**src/rtl/product_accumulator_pkg.sv**
```systemverilog
// Shared defaults and FSM encoding for the product accumulator
// and the output stages built on top of it.
package product_accumulator_pkg;

  localparam int DEF_M     = 26;
  localparam int DEF_N     = 14;
  localparam int DEF_LEN_W = 8;
  localparam int DEF_ACC_W = 48;
  localparam int DEF_SHIFT = 16;
  localparam int DEF_OUT_W = 24;

  typedef enum logic [1:0] {
    IDLE  = 2'd0,
    ACC   = 2'd1,
    ROUND = 2'd2,
    HOLD  = 2'd3
  } acc_state_t;

  function automatic bit acc_w_ok(int m, int n, int len_w, int acc_w);
    return acc_w >= m + n + len_w;
  endfunction

endpackage

```
**src/rtl/product_accumulator_if.sv**
```systemverilog
// Product input and result output handshakes of the
// product accumulator.
interface product_accumulator_if
  import product_accumulator_pkg::*;
#(
  parameter int P_W   = DEF_M + DEF_N,
  parameter int LEN_W = DEF_LEN_W,
  parameter int OUT_W = DEF_OUT_W
);
  logic [LEN_W-1:0] len;
  logic             in_valid;
  logic             in_ready;
  logic [P_W-1:0]   in_product;
  logic             out_valid;
  logic             out_ready;
  logic [OUT_W-1:0] out_data;
  logic             out_sat;
  logic             busy;

  modport master (
    output len, in_valid, in_product, out_ready,
    input  in_ready, out_valid, out_data, out_sat, busy
  );

  modport slave (
    input  len, in_valid, in_product, out_ready,
    output in_ready, out_valid, out_data, out_sat, busy
  );
endinterface

```
**src/rtl/product_accumulator_round_sat.sv**
```systemverilog
// Round-half-up and saturate a wide signed sum to OUT_W bits.
// Purely combinational, reused by later output stages.
module round_sat #(
  parameter int ACC_W = 48,
  parameter int SHIFT = 16,
  parameter int OUT_W = 24
) (
  input  logic [ACC_W-1:0] acc,
  output logic [OUT_W-1:0] out_data,
  output logic             out_sat
);
  localparam logic signed [ACC_W:0] HALF =
    {{(ACC_W+1-SHIFT){1'b0}}, 1'b1, {(SHIFT-1){1'b0}}};
  localparam logic signed [ACC_W:0] MAXV =
    {{(ACC_W-OUT_W+2){1'b0}}, {(OUT_W-1){1'b1}}};
  localparam logic signed [ACC_W:0] MINV =
    {{(ACC_W-OUT_W+2){1'b1}}, {(OUT_W-1){1'b0}}};

  logic signed [ACC_W:0] sum;
  logic signed [ACC_W:0] r;

  // One guard bit keeps the rounding add from wrapping.
  always_comb begin
    sum      = $signed({acc[ACC_W-1], acc}) + HALF;
    r        = sum >>> SHIFT;
    out_sat  = 1'b0;
    out_data = r[OUT_W-1:0];
    if (r > MAXV) begin
      out_sat  = 1'b1;
      out_data = {1'b0, {(OUT_W-1){1'b1}}};
    end else if (r < MINV) begin
      out_sat  = 1'b1;
      out_data = {1'b1, {(OUT_W-1){1'b0}}};
    end
  end
endmodule

```
**src/rtl/product_accumulator.sv**
```systemverilog
// Sums a framed run of signed products, then rounds, saturates
// and holds the result until the sink takes it.
module product_accumulator
  import product_accumulator_pkg::*;
#(
  parameter int M     = DEF_M,
  parameter int N     = DEF_N,
  parameter int LEN_W = DEF_LEN_W,
  parameter int ACC_W = DEF_ACC_W,
  parameter int SHIFT = DEF_SHIFT,
  parameter int OUT_W = DEF_OUT_W
) (
  input logic clk,
  input logic rst,
  product_accumulator_if.slave bus
);
  localparam int P_W = M + N;

  if (!acc_w_ok(M, N, LEN_W, ACC_W)) begin : g_chk
    $error("ACC_W too small for M+N+LEN_W");
  end

  acc_state_t       state, nxt;
  logic [ACC_W-1:0] acc;
  logic [LEN_W-1:0] cnt, target;
  logic [OUT_W-1:0] data_q, rs_data;
  logic             sat_q, rs_sat, valid_q;
  logic             in_ready, accept;
  logic [ACC_W-1:0] prod_x;
  logic [LEN_W-1:0] cnt_inc;

  assign prod_x  = {{(ACC_W-P_W){bus.in_product[P_W-1]}},
                    bus.in_product};
  assign cnt_inc = cnt + 1'b1;
  assign accept  = bus.in_valid && in_ready;

  round_sat #(
    .ACC_W(ACC_W),
    .SHIFT(SHIFT),
    .OUT_W(OUT_W)
  ) u_rs (
    .acc     (acc),
    .out_data(rs_data),
    .out_sat (rs_sat)
  );

  always_comb begin
    nxt      = state;
    in_ready = 1'b0;
    unique case (state)
      IDLE: begin
        in_ready = 1'b1;
        if (accept)
          nxt = (bus.len <= LEN_W'(1)) ? ROUND : ACC;
      end
      ACC: begin
        in_ready = 1'b1;
        if (accept && cnt_inc == target)
          nxt = ROUND;
      end
      ROUND: nxt = HOLD;
      HOLD: if (valid_q && bus.out_ready) nxt = IDLE;
      default: nxt = IDLE;
    endcase
  end

  always_ff @(posedge clk or posedge rst) begin
    if (rst) state <= IDLE;
    else     state <= nxt;
  end

  always_ff @(posedge clk or posedge rst) begin
    if (rst) begin
      acc     <= '0;
      cnt     <= '0;
      target  <= '0;
      data_q  <= '0;
      sat_q   <= 1'b0;
      valid_q <= 1'b0;
    end else begin
      unique case (state)
        IDLE: if (accept) begin
          acc    <= prod_x;
          cnt    <= LEN_W'(1);
          target <= (bus.len == '0) ? LEN_W'(1) : bus.len;
        end
        ACC: if (accept) begin
          acc <= acc + prod_x;
          cnt <= cnt_inc;
        end
        ROUND: begin
          data_q  <= rs_data;
          sat_q   <= rs_sat;
          valid_q <= 1'b1;
        end
        HOLD: if (valid_q && bus.out_ready) valid_q <= 1'b0;
        default: ;
      endcase
    end
  end

  assign bus.in_ready  = in_ready;
  assign bus.out_valid = valid_q;
  assign bus.out_data  = data_q;
  assign bus.out_sat   = sat_q;
  assign bus.busy      = (state != IDLE);
endmodule

```
**src/flat_wrapper.sv**
```systemverilog
// flat-port wrapper written by rule: the top's interface ports become plain ports
module product_accumulator_flat import product_accumulator_pkg::*;
#(
  parameter int M     = DEF_M,
  parameter int N     = DEF_N,
  parameter int LEN_W = DEF_LEN_W,
  parameter int ACC_W = DEF_ACC_W,
  parameter int SHIFT = DEF_SHIFT,
  parameter int OUT_W = DEF_OUT_W
)
  (clk, rst, bus_len, bus_in_valid, bus_in_product, bus_out_ready, bus_in_ready, bus_out_valid, bus_out_data, bus_out_sat, bus_busy);
  product_accumulator_if #(.LEN_W(LEN_W), .OUT_W(OUT_W)) bus_i ();
  input logic clk;
  input logic rst;
  input wire logic [$bits(bus_i.len)-1:0] bus_len;
  input wire logic [$bits(bus_i.in_valid)-1:0] bus_in_valid;
  input wire logic [$bits(bus_i.in_product)-1:0] bus_in_product;
  input wire logic [$bits(bus_i.out_ready)-1:0] bus_out_ready;
  output wire logic [$bits(bus_i.in_ready)-1:0] bus_in_ready;
  output wire logic [$bits(bus_i.out_valid)-1:0] bus_out_valid;
  output wire logic [$bits(bus_i.out_data)-1:0] bus_out_data;
  output wire logic [$bits(bus_i.out_sat)-1:0] bus_out_sat;
  output wire logic [$bits(bus_i.busy)-1:0] bus_busy;
  assign bus_i.len = bus_len;
  assign bus_i.in_valid = bus_in_valid;
  assign bus_i.in_product = bus_in_product;
  assign bus_i.out_ready = bus_out_ready;
  assign bus_in_ready = bus_i.in_ready;
  assign bus_out_valid = bus_i.out_valid;
  assign bus_out_data = bus_i.out_data;
  assign bus_out_sat = bus_i.out_sat;
  assign bus_busy = bus_i.busy;
  product_accumulator #(.M(M), .N(N), .LEN_W(LEN_W), .ACC_W(ACC_W), .SHIFT(SHIFT), .OUT_W(OUT_W)) u_core (.clk(clk), .rst(rst), .bus(bus_i));
endmodule
```
**config.mk**
```make
export PLATFORM = sky130hd
export DESIGN_NAME = product_accumulator_flat
export DESIGN_NICKNAME = d
export VERILOG_FILES = /design/src/rtl/product_accumulator_pkg.sv /design/src/rtl/product_accumulator_if.sv /design/src/rtl/product_accumulator_round_sat.sv /design/src/rtl/product_accumulator.sv /design/src/flat_wrapper.sv
export SDC_FILE = /design/constraint.sdc
export NUM_CORES = 1
export LEC_CHECK = 0
export ABC_AREA = 1
export ABC_CLOCK_PERIOD_IN_PS = 2700
export BUFFER_PORTS_ARGS = -buffer_cell sky130_fd_sc_hd__buf_2
export CORE_MARGIN = 10
export CORE_UTILIZATION = 60
export DETAILED_ROUTE_END_ITERATION = 10
export PLACE_DENSITY = 0.8
export REMOVE_ABC_BUFFERS = 1
export SETUP_SLACK_MARGIN = 0.3
export SYNTH_ARGS = -nofsm -noshare
export SYNTH_HDL_FRONTEND = slang
export SYNTH_SLANG_ARGS = --single-unit
```
**constraint.sdc**
```tcl
create_clock -name clk -period 2.7 [get_ports clk]
set_clock_uncertainty 0.05 [all_clocks]
set_input_delay 0 -clock clk [delete_from_list [all_inputs] [get_ports clk]]
set_output_delay 0 -clock clk [all_outputs]
set_load 0.02 [all_outputs]
```
==> impl.org <==
** Clocking
- Counting the buffers created by CTS gives 9.
- Clock-pin slew was measured on the worst setup and hold paths at around 70 ps.
- For the worst-skew pair, the clock arrives at the later sink with an insertion delay of 360 ps.
- For this design, the sink count on the clock tree is 92.
- TritonCTS built the clock tree.
- The cell sitting at the root of the clock tree is a clkbuf_16.
- Max H-tree Level :: 3
- Maximum clock insertion buffer count :: 2

** Placement
- Number of buffer cells added on primary ports :: just under 80
- Placer's final routability congestion estimate :: 1.10
- Placed Instance Area :: roughly 0.0094 mm^2
- Hpwl dp :: ~23000 um

** GRT
- Wire length of the first global-routing pass :: between 40000 and 50000 um
- Initial antenna violation count :: 0
- Maximum number of pins on one net before global-route repair :: 56
- Across every metal layer, demand over resource in global routing totals 0.287.
- Total gr overflow :: 0
- Number of global-route vias before repair :: 9406

** Cells and area
- Share of post-route cells with drive strength above 1 :: 0.126
- At the end of the flow, the number of nets in the layout was approximately 1700.
- The finished cells cover 0.0105 mm^2.
- Measured on the finished design, the core utilization comes to 0.725.
- Layout-stage area growth over the synthesis result :: 19.3%
- 0 antenna diodes ended up in the layout.

** Detailed routing
- After detailed routing, the average wire length per cell comes to ~17 um.
- Number of iterations in the first detailed-routing pass :: 6
- In the routed design, unresolved DRC markers number 0.
- In the routed layout, each cell is associated on average with a via count of between 5 and 6.
- Iter 0 DRT Violations :: ~1100
- Total length of routed wires :: approximately 30000 um
- The count of nets left with antenna violations once routing finished came out at 0.
- Summing over every cut layer, the via total after detailed routing is between 9000 and 10000.

** Logic synthesis
- The Yosys step of the flow raised 0 warnings.
- Counting instances in the post-synthesis netlist gives the leading cell types as 490 x nand2_1, 197 x nor2_1, 149 x inv_1, 119 x nand3_1, 92 x dfrtp_1.
- Each instance of the synthesized netlist takes up on average roughly 6.1 um^2.
- After technology mapping, the gate count stands at ~1400.
- Of the total synthesized cell area, the portion taken by XOR and XNOR cells is 0.0469.
- Cell with the most instances after synthesis :: nand2_1
- The share of synthesized area in the top cell type comes to 0.262.
- After synthesis the netlist holds a flip-flop and latch count of 92.
- Synth area leaders :: dfrtp_1 26%, nand2_1 21%, nor2_1 8.4%, ha_1 7.6%, nand3_1 6.8%
- Prevailing post-synth register cell :: dfrtp_1
- Cell area after synthesis :: around 0.009 mm^2
- After synthesis, the share of cell area in mux cells is 0.00128.
- dfrtp_1 takes more of the synthesized area than any other cell.
- EDFF count, synth :: 0
- Adder-cell share of the synthesized area :: 0.0779
- Proportion of synthesized flip-flops having asynchronous set or reset :: 1.00
- Share of synthesized cell area in and, or, nand and nor gates :: 0.410
- The area fraction in compound gates after synthesis was 0.121.
- Of the synthesized area, sequential elements account for 0.262.
- Number of unique standard cell types used by synthesis :: 43
- Main combinational cell family by area after synthesis :: simple AND/OR/NAND/NOR gates

** Setup path
- Crit path capture type :: flop
- Cell mode on critical path :: nand2_1
- Setup slack of the most critical reg-to-reg path :: 310 ps
- Startpoint Class :: flop
- Critical path data required time :: ~2900 ps
- Kind of cell adding the most delay to the critical path :: compound AO/OA/AOI/OAI gates
- Sequence of cells on the critical path :: ha_1, nand2_1, inv_1, a21oi_1, o21ai_1, o21ai_0, nand4_1, nand3_1, nand2_1
- Maximum fanout along the worst path :: 5
- Arr. time, crit path :: between 2000 and 3000 ps
- CP max stage cell :: dfrtp_1
- In this run the critical register-to-register path is launched from u_core.acc[23].
- For the worst flop-to-flop path, the logic depth is 9.
- Max stage delay on crit path :: roughly 460 ps
- Counting both buffers and inverters, the worst setup path holds a total of 1.
- The worst setup path is of the reg -> reg kind.
- R2R Path End :: u_core.acc[45]

** Hold path
- In this run the worst hold path is classified as in -> reg.
- Worst Hold Endpoint :: u_core.acc[32]
- WHS Path Cells :: 5
- The startpoint identified for the worst hold timing path is bus_in_product[32].

** Floorplan
- After floorplanning, the core was sized to cover roughly 0.014 mm^2.
- The die covers a little under 0.02 mm^2.
- For this design the top-level I/O count stands at 80.
- Placement Rows :: between 40 and 50
- For this configuration, the core starts out at a cell density of 0.608.
- Die outline width :: between 100 and 150 um
- Y dimension of the die :: approximately 140 um

** Timing
- FMAX :: around 0.42 GHz
- At the pin with the least slew margin, the transition time is ~770 ps.
- Max Slew Vio Count :: 0
- Final Hold Slack :: between 10 and 15 ps
- Fraction of the cycle the final worst path needs :: 0.885
- Setup repair after global routing could not meet its margin everywhere.
- Subtracting the final worst setup slack from the clock period gives around 2400 ps.
- Measured against its own limit, the worst slew margin works out to 0.488.
- For the final routed database, the setup TNS stands at 0 ps.
- Number of endpoints with negative hold slack in the final report :: 0
- Setup violations remaining at the end of the flow were counted as 0.

** Pwr
- IR analysis of the VDD net gives a maximum drop of 0.622 mV.
- Static leakage power :: around 5.2 nW
- Power per unit of standard cell area :: around 1200 mW/mm^2

** Run status
- The run finished with clean final reports.

** Flow run
- The tool flagged a number of max-cap violations equal to 0.
-- worst register-to-register path: stages, from the launching register on --
cell and delay [ps]:
dfrtp_1 460, ha_1 380, nand2_1 160, inv_1 50
a21oi_1 300, o21ai_1 150, o21ai_0 440, nand4_1 140
nand3_1 120, nand2_1 50
-- cell families after synthesis --
kind of cell | count (synthesis)
and+or+nand+nor | 867
muxes | 1
AOI/OAI and AO/OA | 191
DFF | 92
buffers and inverters | 180
xor gates and xnor gates | 47
adders and majority gates | 54
-- stage by stage --
stage / power (mW) / worst slack [ps] / std cells
detailed placement: 10.1 / 69.3 / 1680
finish: 12.1 / 310 / 1751
CTS: 11.5 / 305 / 1744
global placement: 9.97 / 128 / 1680
floorplan: 7.89 / -2190 / 1403
global route: 13.1 / 241 / 1751
-- metal layers --
layer	track usage	vias up	wire (um)
met2	0.469	464	13700
met4	0.104	0	952
li1	-	4896	-
met1	0.373	4509	12700
met5	0	-	0
met3	0.0501	78	2200
-- state kept, by name (all words and copies together) (netlist names) --
signal and flops:
u_core.bus.out_valid 1, u_core.state 2, u_core.bus.out_data 24, u_core.target 8, u_core.cnt 8, u_core.bus.out_sat 1, u_core.acc 48
-- power by group --
part,switching (mW),internal (mW)
clock,0.610,0.731
combinational,5.15,2.82
sequential,0.739,2.04
total,6.49,5.59
-- cells in the final DEF (no fill, tap or decap), drive strengths merged, types with 30 or more instances in the layout --
| master | synthesis | routed |
|---|---|---|
| o21ai | 73 | 73 |
| inv | 150 | 151 |
| a21oi | 75 | 75 |
| nor2 | 203 | 203 |
| xor2 | 30 | 30 |
| nand2 | 493 | 495 |
| dlygate4sd3 | 0 | 48 |
| buf | 11 | 97 |
| dfrtp | 92 | 92 |
| nand3 | 125 | 126 |
| ha | 53 | 53 |
-- layout make-up --
cell class                 instances  area [um^2]
tap                              184          230
inverter                         151          576
fill                            1283         3960
clock buffer                      10          229
multi-input combinational       1163         6020
clock inverter                     6         71.3
timing repair buffer             145         1040
sequential                        92         2300
-- timing repair --
item	in CTS	in global routing
setup endpoints to repair	36	57
setup buffers	0	4
hold endpoints to repair	86	0
gates resized for setup	6	66
gates cloned	0	3
hold buffers	48	0
pin swaps	0	3
-- worst max-delay path by stage --
stage                          startpoint                to  slack, ps  cells past startpoint
after global placement      u_core.acc[0]    u_core.acc[20]        130                     13
after global routing        u_core.acc[6]    u_core.acc[31]        240                     12
after CTS                   u_core.acc[2]    u_core.acc[31]        310                     12
final                      u_core.acc[23]    u_core.acc[45]        310                      9
after floorplan           u_core.state[1]  u_core.target[3]      -2190                      8
after detailed placement    u_core.acc[0]    u_core.acc[20]         70                     13
Note: power is estimated with default switching activity, not from simulation.
